==> src/rtl/uart_tx_seq_pkg.sv <==
// Shared types and constants for the UART message sequencer.
// A message is MSG_BYTES bytes, sent from the most significant byte down.
package uart_tx_seq_pkg;

   localparam int MSG_BYTES = 4;
   localparam int IDX_W     = $clog2(MSG_BYTES);

   typedef logic [IDX_W-1:0] byte_idx_t;

   typedef enum logic [2:0] {
      IDLE    = 3'd0,
      ARM     = 3'd1,
      WAIT_HI = 3'd2,
      WAIT_LO = 3'd3,
      GAP     = 3'd4,
      FINISH  = 3'd5
   } seq_state_t;

   function automatic logic [7:0] msg_byte(input logic [8*MSG_BYTES-1:0] msg,
                                           input byte_idx_t idx);
      return msg[{idx, 3'b000} +: 8];
   endfunction

endpackage

==> src/rtl/uart_tx_sequencer_counter.sv <==
// Loadable down-counter shared by the ACK timeout and the inter-byte gap.
// Saturates at zero; zero flag is the terminal-count compare.
module seq_counter #(
   parameter int WIDTH = 4
) (
   input  logic             clk,
   input  logic             reset,
   input  logic             load,
   input  logic [WIDTH-1:0] load_value,
   input  logic             dec,
   output logic [WIDTH-1:0] count,
   output logic             zero
);

   always_ff @(posedge clk or negedge reset) begin
      if (!reset) begin
         count <= '0;
      end else if (load) begin
         count <= load_value;
      end else if (dec && (count != '0)) begin
         count <= count - WIDTH'(1);
      end
   end

   assign zero = (count == '0);

endmodule

==> src/rtl/uart_tx_sequencer.sv <==
// Message-level initiator: latches a 4-byte message and writes it byte by
// byte into the UART transmitter through the Tx_WR/Tx_BUSY handshake.
//
// state   | meaning
// IDLE    | waiting for start; outputs quiescent
// ARM     | waiting for Tx_BUSY=0 before writing the current byte
// WAIT_HI | Tx_WR issued; waiting for the transmitter to raise Tx_BUSY
// WAIT_LO | transmitter shifting the byte out; waiting for Tx_BUSY=0
// GAP     | enforced idle time between bytes
// FINISH  | done pulse visible; returns to IDLE
module uart_tx_sequencer
   import uart_tx_seq_pkg::*;
#(
   parameter int GAP_CYCLES  = 16,
   parameter int ACK_TIMEOUT = 8
) (
   input  logic        clk,
   input  logic        reset,
   input  logic        start,
   input  logic [31:0] msg_data,
   input  logic        Tx_BUSY,
   output logic [7:0]  Tx_DATA,
   output logic        Tx_WR,
   output logic        Tx_EN,
   output logic        busy,
   output logic        done,
   output logic        error
);

   localparam int GAP_W = $clog2(GAP_CYCLES + 1);
   localparam int ACK_W = $clog2(ACK_TIMEOUT + 1);
   localparam int CNT_W = (GAP_W > ACK_W) ? GAP_W : ACK_W;

   localparam logic [CNT_W-1:0] GAP_LOAD = CNT_W'(GAP_CYCLES - 1);
   localparam logic [CNT_W-1:0] ACK_LOAD = CNT_W'(ACK_TIMEOUT - 1);

   seq_state_t state_q, state_d;
   logic [31:0] msg_q, msg_d;
   byte_idx_t   idx_q, idx_d;
   logic [7:0]  tx_data_q, tx_data_d;
   logic        tx_wr_q, tx_wr_d;
   logic        tx_en_q, tx_en_d;
   logic        busy_q, busy_d;
   logic        done_q, done_d;
   logic        error_q, error_d;

   logic             cnt_load;
   logic [CNT_W-1:0] cnt_load_val;
   logic             cnt_dec;
   logic [CNT_W-1:0] cnt_value;
   logic             cnt_zero;

   seq_counter #(
      .WIDTH (CNT_W)
   ) u_counter (
      .clk        (clk),
      .reset      (reset),
      .load       (cnt_load),
      .load_value (cnt_load_val),
      .dec        (cnt_dec),
      .count      (cnt_value),
      .zero       (cnt_zero)
   );

   always_ff @(posedge clk or negedge reset) begin
      if (!reset) begin
         state_q   <= IDLE;
         msg_q     <= '0;
         idx_q     <= byte_idx_t'(MSG_BYTES - 1);
         tx_data_q <= 8'h00;
         tx_wr_q   <= 1'b0;
         tx_en_q   <= 1'b0;
         busy_q    <= 1'b0;
         done_q    <= 1'b0;
         error_q   <= 1'b0;
      end else begin
         state_q   <= state_d;
         msg_q     <= msg_d;
         idx_q     <= idx_d;
         tx_data_q <= tx_data_d;
         tx_wr_q   <= tx_wr_d;
         tx_en_q   <= tx_en_d;
         busy_q    <= busy_d;
         done_q    <= done_d;
         error_q   <= error_d;
      end
   end

   always_comb begin
      state_d      = state_q;
      msg_d        = msg_q;
      idx_d        = idx_q;
      tx_data_d    = tx_data_q;
      tx_wr_d      = 1'b0;
      tx_en_d      = tx_en_q;
      busy_d       = busy_q;
      done_d       = 1'b0;
      error_d      = error_q;
      cnt_load     = 1'b0;
      cnt_load_val = GAP_LOAD;
      cnt_dec      = 1'b0;

      case (state_q)
         IDLE: begin
            if (start) begin
               msg_d   = msg_data;
               idx_d   = byte_idx_t'(MSG_BYTES - 1);
               error_d = 1'b0;
               busy_d  = 1'b1;
               tx_en_d = 1'b1;
               state_d = ARM;
            end
         end
         ARM: begin
            if (!Tx_BUSY) begin
               tx_data_d    = msg_byte(msg_q, idx_q);
               tx_wr_d      = 1'b1;
               cnt_load     = 1'b1;
               cnt_load_val = ACK_LOAD;
               state_d      = WAIT_HI;
            end
         end
         WAIT_HI: begin
            if (Tx_BUSY) begin
               state_d = WAIT_LO;
            end else if (cnt_zero) begin
               // transmitter never acknowledged: abort without a done pulse
               error_d = 1'b1;
               busy_d  = 1'b0;
               tx_en_d = 1'b0;
               state_d = IDLE;
            end else begin
               cnt_dec = 1'b1;
            end
         end
         WAIT_LO: begin
            if (!Tx_BUSY) begin
               cnt_load     = 1'b1;
               cnt_load_val = GAP_LOAD;
               if (idx_q == '0) begin
                  done_d  = 1'b1;
                  busy_d  = 1'b0;
                  tx_en_d = 1'b0;
                  state_d = FINISH;
               end else begin
                  idx_d   = idx_q - byte_idx_t'(1);
                  state_d = GAP;
               end
            end
         end
         GAP: begin
            if (cnt_zero) begin
               state_d = ARM;
            end else begin
               cnt_dec = 1'b1;
            end
         end
         FINISH: begin
            state_d = IDLE;
         end
         default: begin
            state_d = IDLE;
         end
      endcase
   end

   assign Tx_DATA = tx_data_q;
   assign Tx_WR   = tx_wr_q;
   assign Tx_EN   = tx_en_q;
   assign busy    = busy_q;
   assign done    = done_q;
   assign error   = error_q;

endmodule

==> config.mk <==
export PLATFORM = sky130hd
export DESIGN_NAME = uart_tx_sequencer
export DESIGN_NICKNAME = d
export VERILOG_FILES = /design/src/rtl/uart_tx_seq_pkg.sv /design/src/rtl/uart_tx_sequencer_counter.sv /design/src/rtl/uart_tx_sequencer.sv
export SDC_FILE = /design/constraint.sdc
export NUM_CORES = 1
export LEC_CHECK = 0
export BUFFER_PORTS_ARGS = -buffer_cell sky130_fd_sc_hd__clkbuf_2
export CAP_MARGIN = 20
export CORE_MARGIN = 3
export CORE_UTILIZATION = 59
export DETAILED_ROUTE_END_ITERATION = 7
export PLACE_DENSITY_LB_ADDON = 0.08
export SYNTH_ARGS = -nofsm -noshare
export SYNTH_HDL_FRONTEND = slang
export SYNTH_HIERARCHICAL = 1
export SYNTH_SLANG_ARGS = --single-unit
==> constraint.sdc <==
create_clock -name clk -period 4.8 [get_ports clk]
set_input_delay 0.72 -clock clk [delete_from_list [all_inputs] [get_ports clk]]
set_output_delay 0.72 -clock clk [all_outputs]
set_load 0.005 [all_outputs]
* Word-level counts from Yosys, hierarchy flattened
Cells that the tools add are included.
** Operators by class
- Add/sub/neg operators :: 2
- Equal/unequal tests :: 13
- Shift operators :: 1
- Multiplexer cells :: 35
- Bitwise gates (word level) :: 1
- Reductions and logical operators :: 16
** Operators by type and width (count)
- $shiftx A32 B6 Y8 :: 1
- $mux W3 :: 6
- $mux W1 :: 17
- $ne A2 B2 Y1 const B :: 8
- $pmux W3 S5 :: 1
- $mux W5 :: 2
- $mux W4 :: 2
- $reduce_and A4 Y1 :: 2
- $eq A3 B2 Y1 const B :: 2
- $mux W2 :: 3
- $reduce_and A6 Y1 :: 1
- $reduce_bool A2 Y1 :: 3
- $logic_not A5 Y1 :: 1
- $reduce_and A5 Y1 :: 1
- $reduce_bool A5 Y1 :: 1
- $sub A5 B1 Y5 const B :: 1
- $pmux W1 S2 :: 2
- $pmux W2 S2 :: 1
- $reduce_and A2 Y1 :: 2
- $eq A3 B1 Y1 const B :: 1
- $eq A3 B3 Y1 const B :: 1
- $logic_not A3 Y1 :: 1
- $ne A3 B3 Y1 const B :: 1
- $pmux W1 S3 :: 1
- other kinds (6) :: 6
** Word-level totals
- Register bits :: 54
- Input bits :: 36
- Output and inout bits :: 13
- Logic and storage cells :: 77

* Longest topological paths before layout
- Depth after elaboration :: 7
- Depth in mapped cells :: 9
- Gate-level depth less buffers :: 9

* By module
Netlist, hierarchy kept.
** By module, submodules not included
- uart_tx_sequencer :: times used 1, cells each 147, area each 2207.1 µm², sequential area each 1228.7 µm²
- seq_counter :: times used 1, cells each 32, area each 304.0 µm², sequential area each 125.1 µm²

* Worst setup path after synthesis
No wires, ideal clock.
- Kind :: reg-to-reg
- Start :: register u_counter.count[0]
- End :: register u_counter.count[3]
- Library setup time :: 73 ps
- Arrival time :: 2245 ps
- Required time :: 4727 ps
- Path slack :: 2482 ps
- Stages on the path, launching flop included :: 10
- Path buffers :: 0
- Clock period less this slack :: 2318 ps
- Path through :: dfrtp_1 -> inv_1 -> ha_1 -> or4b_4 -> inv_1 -> nor2_1 -> a21boi_0 -> or4b_1 -> or3_1 -> a21oi_2
** On the way
- Word-level cells in the longest chain between the ends :: 6
- Elaborated cells between the ends (all ways) :: 10
- Those cells by class :: add/sub (1); mux (5); reduce/logical (4)
** RTL lines
- from (decl) :: RTL line uart_tx_sequencer_counter.sv:11 : output logic [WIDTH-1:0] count,
- from (signal assigned) :: RTL line uart_tx_sequencer_counter.sv:19 : count <= load_value;
- from (signal assigned) :: RTL line uart_tx_sequencer_counter.sv:21 : count <= count - WIDTH'(1);
- $logic_not A5 Y1 * :: RTL line uart_tx_sequencer_counter.sv:25 : assign zero = (count == '0);
- named net cnt_zero :: RTL line uart_tx_sequencer.sv:51 : logic cnt_zero;
- $mux W1 * :: RTL line uart_tx_sequencer.sv:126, uart_tx_sequencer.sv:152
- $mux W1 :: RTL line uart_tx_sequencer.sv:124 : if (Tx_BUSY) begin
- $pmux W1 S2 * :: RTL line uart_tx_sequencer.sv:103 : case (state_q)
- named net cnt_dec :: RTL line uart_tx_sequencer.sv:49 : logic cnt_dec;
- $logic_and A1 B1 Y1 * :: RTL line uart_tx_sequencer_counter.sv:20 : end else if (dec && (count != '0)) begin
- $reduce_bool A2 Y1 (no line) *
The timed path passes the listed nets; every way through them passes the cells marked *. The select of a mux whose other input is x is not followed.
A chain may end at the register's enable or synchronous reset.

* Worst setup path after layout
Ends and elaborated chain as after synthesis.

==> metrics.yaml <==
worst_setup_path:
  critPathRequiredTime_ns: 5.04
  worst-setup-path-type: "flop to flop"
  crit_path_max_fanout: 7
  start_kind: "flop"
  cp.arrival_ns: 2.93
  endpoint_kind: "flop"
yosys:
  ys_types: 40
  synth_area_leaders: "dfrtp_1 (52%), mux2_2 (19%), mux4_2 (6.3%)"
  synthMuxAreaShare_pct: 26.6
  synth_top_area_share_pct: 51.8
  yosysWarningCount: 6
  synth.cell_area_sq_mm: 0.00251
  postSynthAreaPerCell_sq_um: 14.0
  synth_area_leader_cell: "dfrtp_1"
  synth_cells: 179
  async_flop_share_pct: 100
  synth-simple-area-share_pct: 8.47
  synth_compound_area_share_pct: 6.03
  ys.flop_type: "dfrtp_1"
  synthXorXnorAreaFrac_pct: 0
  synth_edf_count: 0
  synth_top_family_by_area: "multiplexers"
  post_synth_fa_ha_maj_area_fraction_pct: 0.997
  ys_seq_area_share_pct: 53.9
  ys_seq_elements: 54
clock_tree:
  cts_setup_buffers: 0
  clock-sinks: 54
  cts_tree: "built"
  numCtsBuffers: 5
  cts_hold_buf: 0
  clock_tree.htree_level_count: 2
  cts_resized: 0
  cts.reportedPaths.clkPinSlew_ns: 0.09
  clockBufferDepth: 2
  cts-root-buf: "clkbuf_8"
  clock_latency_ns: 0.30
power:
  worst_ir_drop_vdd_v: 0.000528
  p_int_mw: 1.19
  power_frac_clock_pct: 15.4
  seqPwrFrac_pct: 49.0
  p_sw_mw: 0.538
  pwr_density_cell_mw_per_mm2: 600
  power_frac_comb_pct: 35.6
  power.leakage_nw: 1.31
  netSwitchingFraction_pct: 31.1
timing:
  rsz0062_at_grt: "false"
  worst_pin_slew_ns: 0.664
  hold_viol_final: 0
  fin_worst_skew_ns: 0.00853
  maxSlewViolCount: 0
  fmax_mhz: 372
  relSlewSlack_pct: 55.7
  final.setup.tns_ns: 0
  setup_viol: 0
  period_share_pct: 56.0
  min_period_ns: 2.69
grt:
  antenna_found_initial: 0
  grt_pass1_wl_mm: 7.70
  overflow: 0
  grt_use_total_pct: 19.7
  grt_start_max_net_pins: 55
  grt_pass1_vias: 1627
placed_design:
  dp_hpwl_mm: 3.23
  place_inst: 271
  routabilityCongestion: 0.864
  port_buffers: 48
floorplan:
  io_pins: 49
  die_area_sq_mm: 0.00508
  initial_core_util_pct: 61.9
  die_h_um: 71.2
  die_width_um: 71.2
  num_rows: 23
  core_area_sq_mm: 0.00406
job:
  cap_violations: 0
worst_hold_path:
  hold_path.class: "flop to flop"
routing:
  vias: 1567
  first_iter_violations: 68
  drtAntennaViolNets: 0
  drt_wl_total_mm: 4.53
  routedWlPerCell_um: 16.2
  first_pass_iters: 4
  via_per_inst: 5.62
  drc: 0
layout:
  final_nets: 266
  diodes: 0
  drive_gt1_share_pct: 51.5
  stdcell_count: 279
  area_delta_synth_final_pct: 14.6
run_status:
  status: "complete, no violations"
## layout make-up
| class | instances | area [sq um] |
|---|---|---|
| timing repair buffer | 51 | 263 |
| inverter | 6 | 22.5 |
| sequential | 54 | 1350 |
| tap | 50 | 62.6 |
| fill | 284 | 1180 |
| clock buffer | 6 | 82.6 |
| clock inverter | 2 | 16.3 |
| multi-input combinational | 110 | 1080 |
## kinds of logic (layout without fill, tap and decap cells)
family	Yosys count	in the layout
and+or+nand+nor	31	31
adders and majority gates	2	2
other	2	4
AOI/OAI and AO/OA	22	22
DFF	54	54
buffers and inverters	17	65
muxes	51	51
## power by group through the flow
stage,Combinational [mW],Clock (mW),Sequential (mW)
2_1_floorplan,0.539,0,0.775
3_3_place_gp,0.588,0,0.833
3_5_place_dp,0.622,0,0.859
4_1_cts,0.623,0.275,0.848
5_1_grt,0.674,0.296,0.880
6_report,0.615,0.266,0.846
## path summary, 6_finish.rpt
| path | slack, ns | depth (start not counted) | endpoint | start |
|---|---|---|---|---|
| min in group asynchronous | 0.53 | 2 | u_counter/count[0] | reset |
| max in group asynchronous | 3.83 | 2 | state_q[0] | reset |
| worst min-delay path | 0.51 | 1 | msg_q[19] | msg_q[19] |
| worst min register to register | 0.51 | 1 | msg_q[19] | msg_q[19] |
| worst max register to register | 2.11 | 9 | u_counter/count[3] | u_counter/count[0] |
| worst max-delay path | 2.11 | 9 | u_counter/count[3] | u_counter/count[0] |
## Yosys cell counts (3+ instances only)
library cell	n
nor4b_1	3
o21ai_0	4
buf_4	5
nor2_1	3
mux2_2	42
nand2b_1	3
nand2_1	8
buf_2	3
inv_1	6
a21oi_1	6
dfrtp_1	52
mux4_2	7
## worst max-delay path, cell delays in order, from the launching register on
cell and delay [ns]:
dfrtp_1 0.36, inv_1 0.08, ha_1 0.21, or4b_4 0.23
inv_1 0.11, nor2_1 0.14, a21boi_0 0.54, or4b_1 0.51
or3_1 0.33, a21oi_2 0.12
## sequential cells by signal (all words and copies together), names as in the netlist
signal and cells:
msg_q 32, Tx_WR 1, Tx_DATA 8, idx_q 2
done 1, busy 1, state_q 3, u_counter/count 5
error 1
## through the flow
stage / setup slack (ns) / util (%) / hold WS [ns] / total power, mW / area (sq um)
4_1_cts: 2.16 / 70.9 / 0.516 / 1.75 / 2880
6_report: 2.11 / 70.9 / 0.509 / 1.73 / 2880
3_3_place_gp: 2.29 / 68.5 / 0.482 / 1.42 / 2780
5_1_grt: 1.95 / 70.9 / 0.529 / 1.85 / 2880
2_1_floorplan: 2.48 / - / 0.424 / 1.31 / 2520
3_5_place_dp: 2.17 / 68.5 / 0.494 / 1.48 / 2780
## layer usage
layer  global-route usage (%)  up-vias  part of all wire [%]
met5                        0        -                     0
met2                     32.7       34                    51
met3                     5.47        2                   4.8
met4                     6.47        0                  0.66
met1                     25.4      786                    44
li1                         -      745                     -
## placed cells by master (no fill, tap or decap), types with 3 or more instances in the layout
master | Yosys | routed
dfrtp_1 | 52 | 52
clkbuf_2 | 0 | 48
mux2_2 | 42 | 42
nand2_1 | 8 | 8
mux4_2 | 7 | 7
inv_1 | 6 | 6
a21oi_1 | 6 | 6
clkbuf_8 | 0 | 6
o21ai_0 | 4 | 4
conb_1 | 2 | 4
nor2_1 | 3 | 3
nand2b_1 | 3 | 3
buf_4 | 5 | 3
Power figures use the tool's default switching activity.
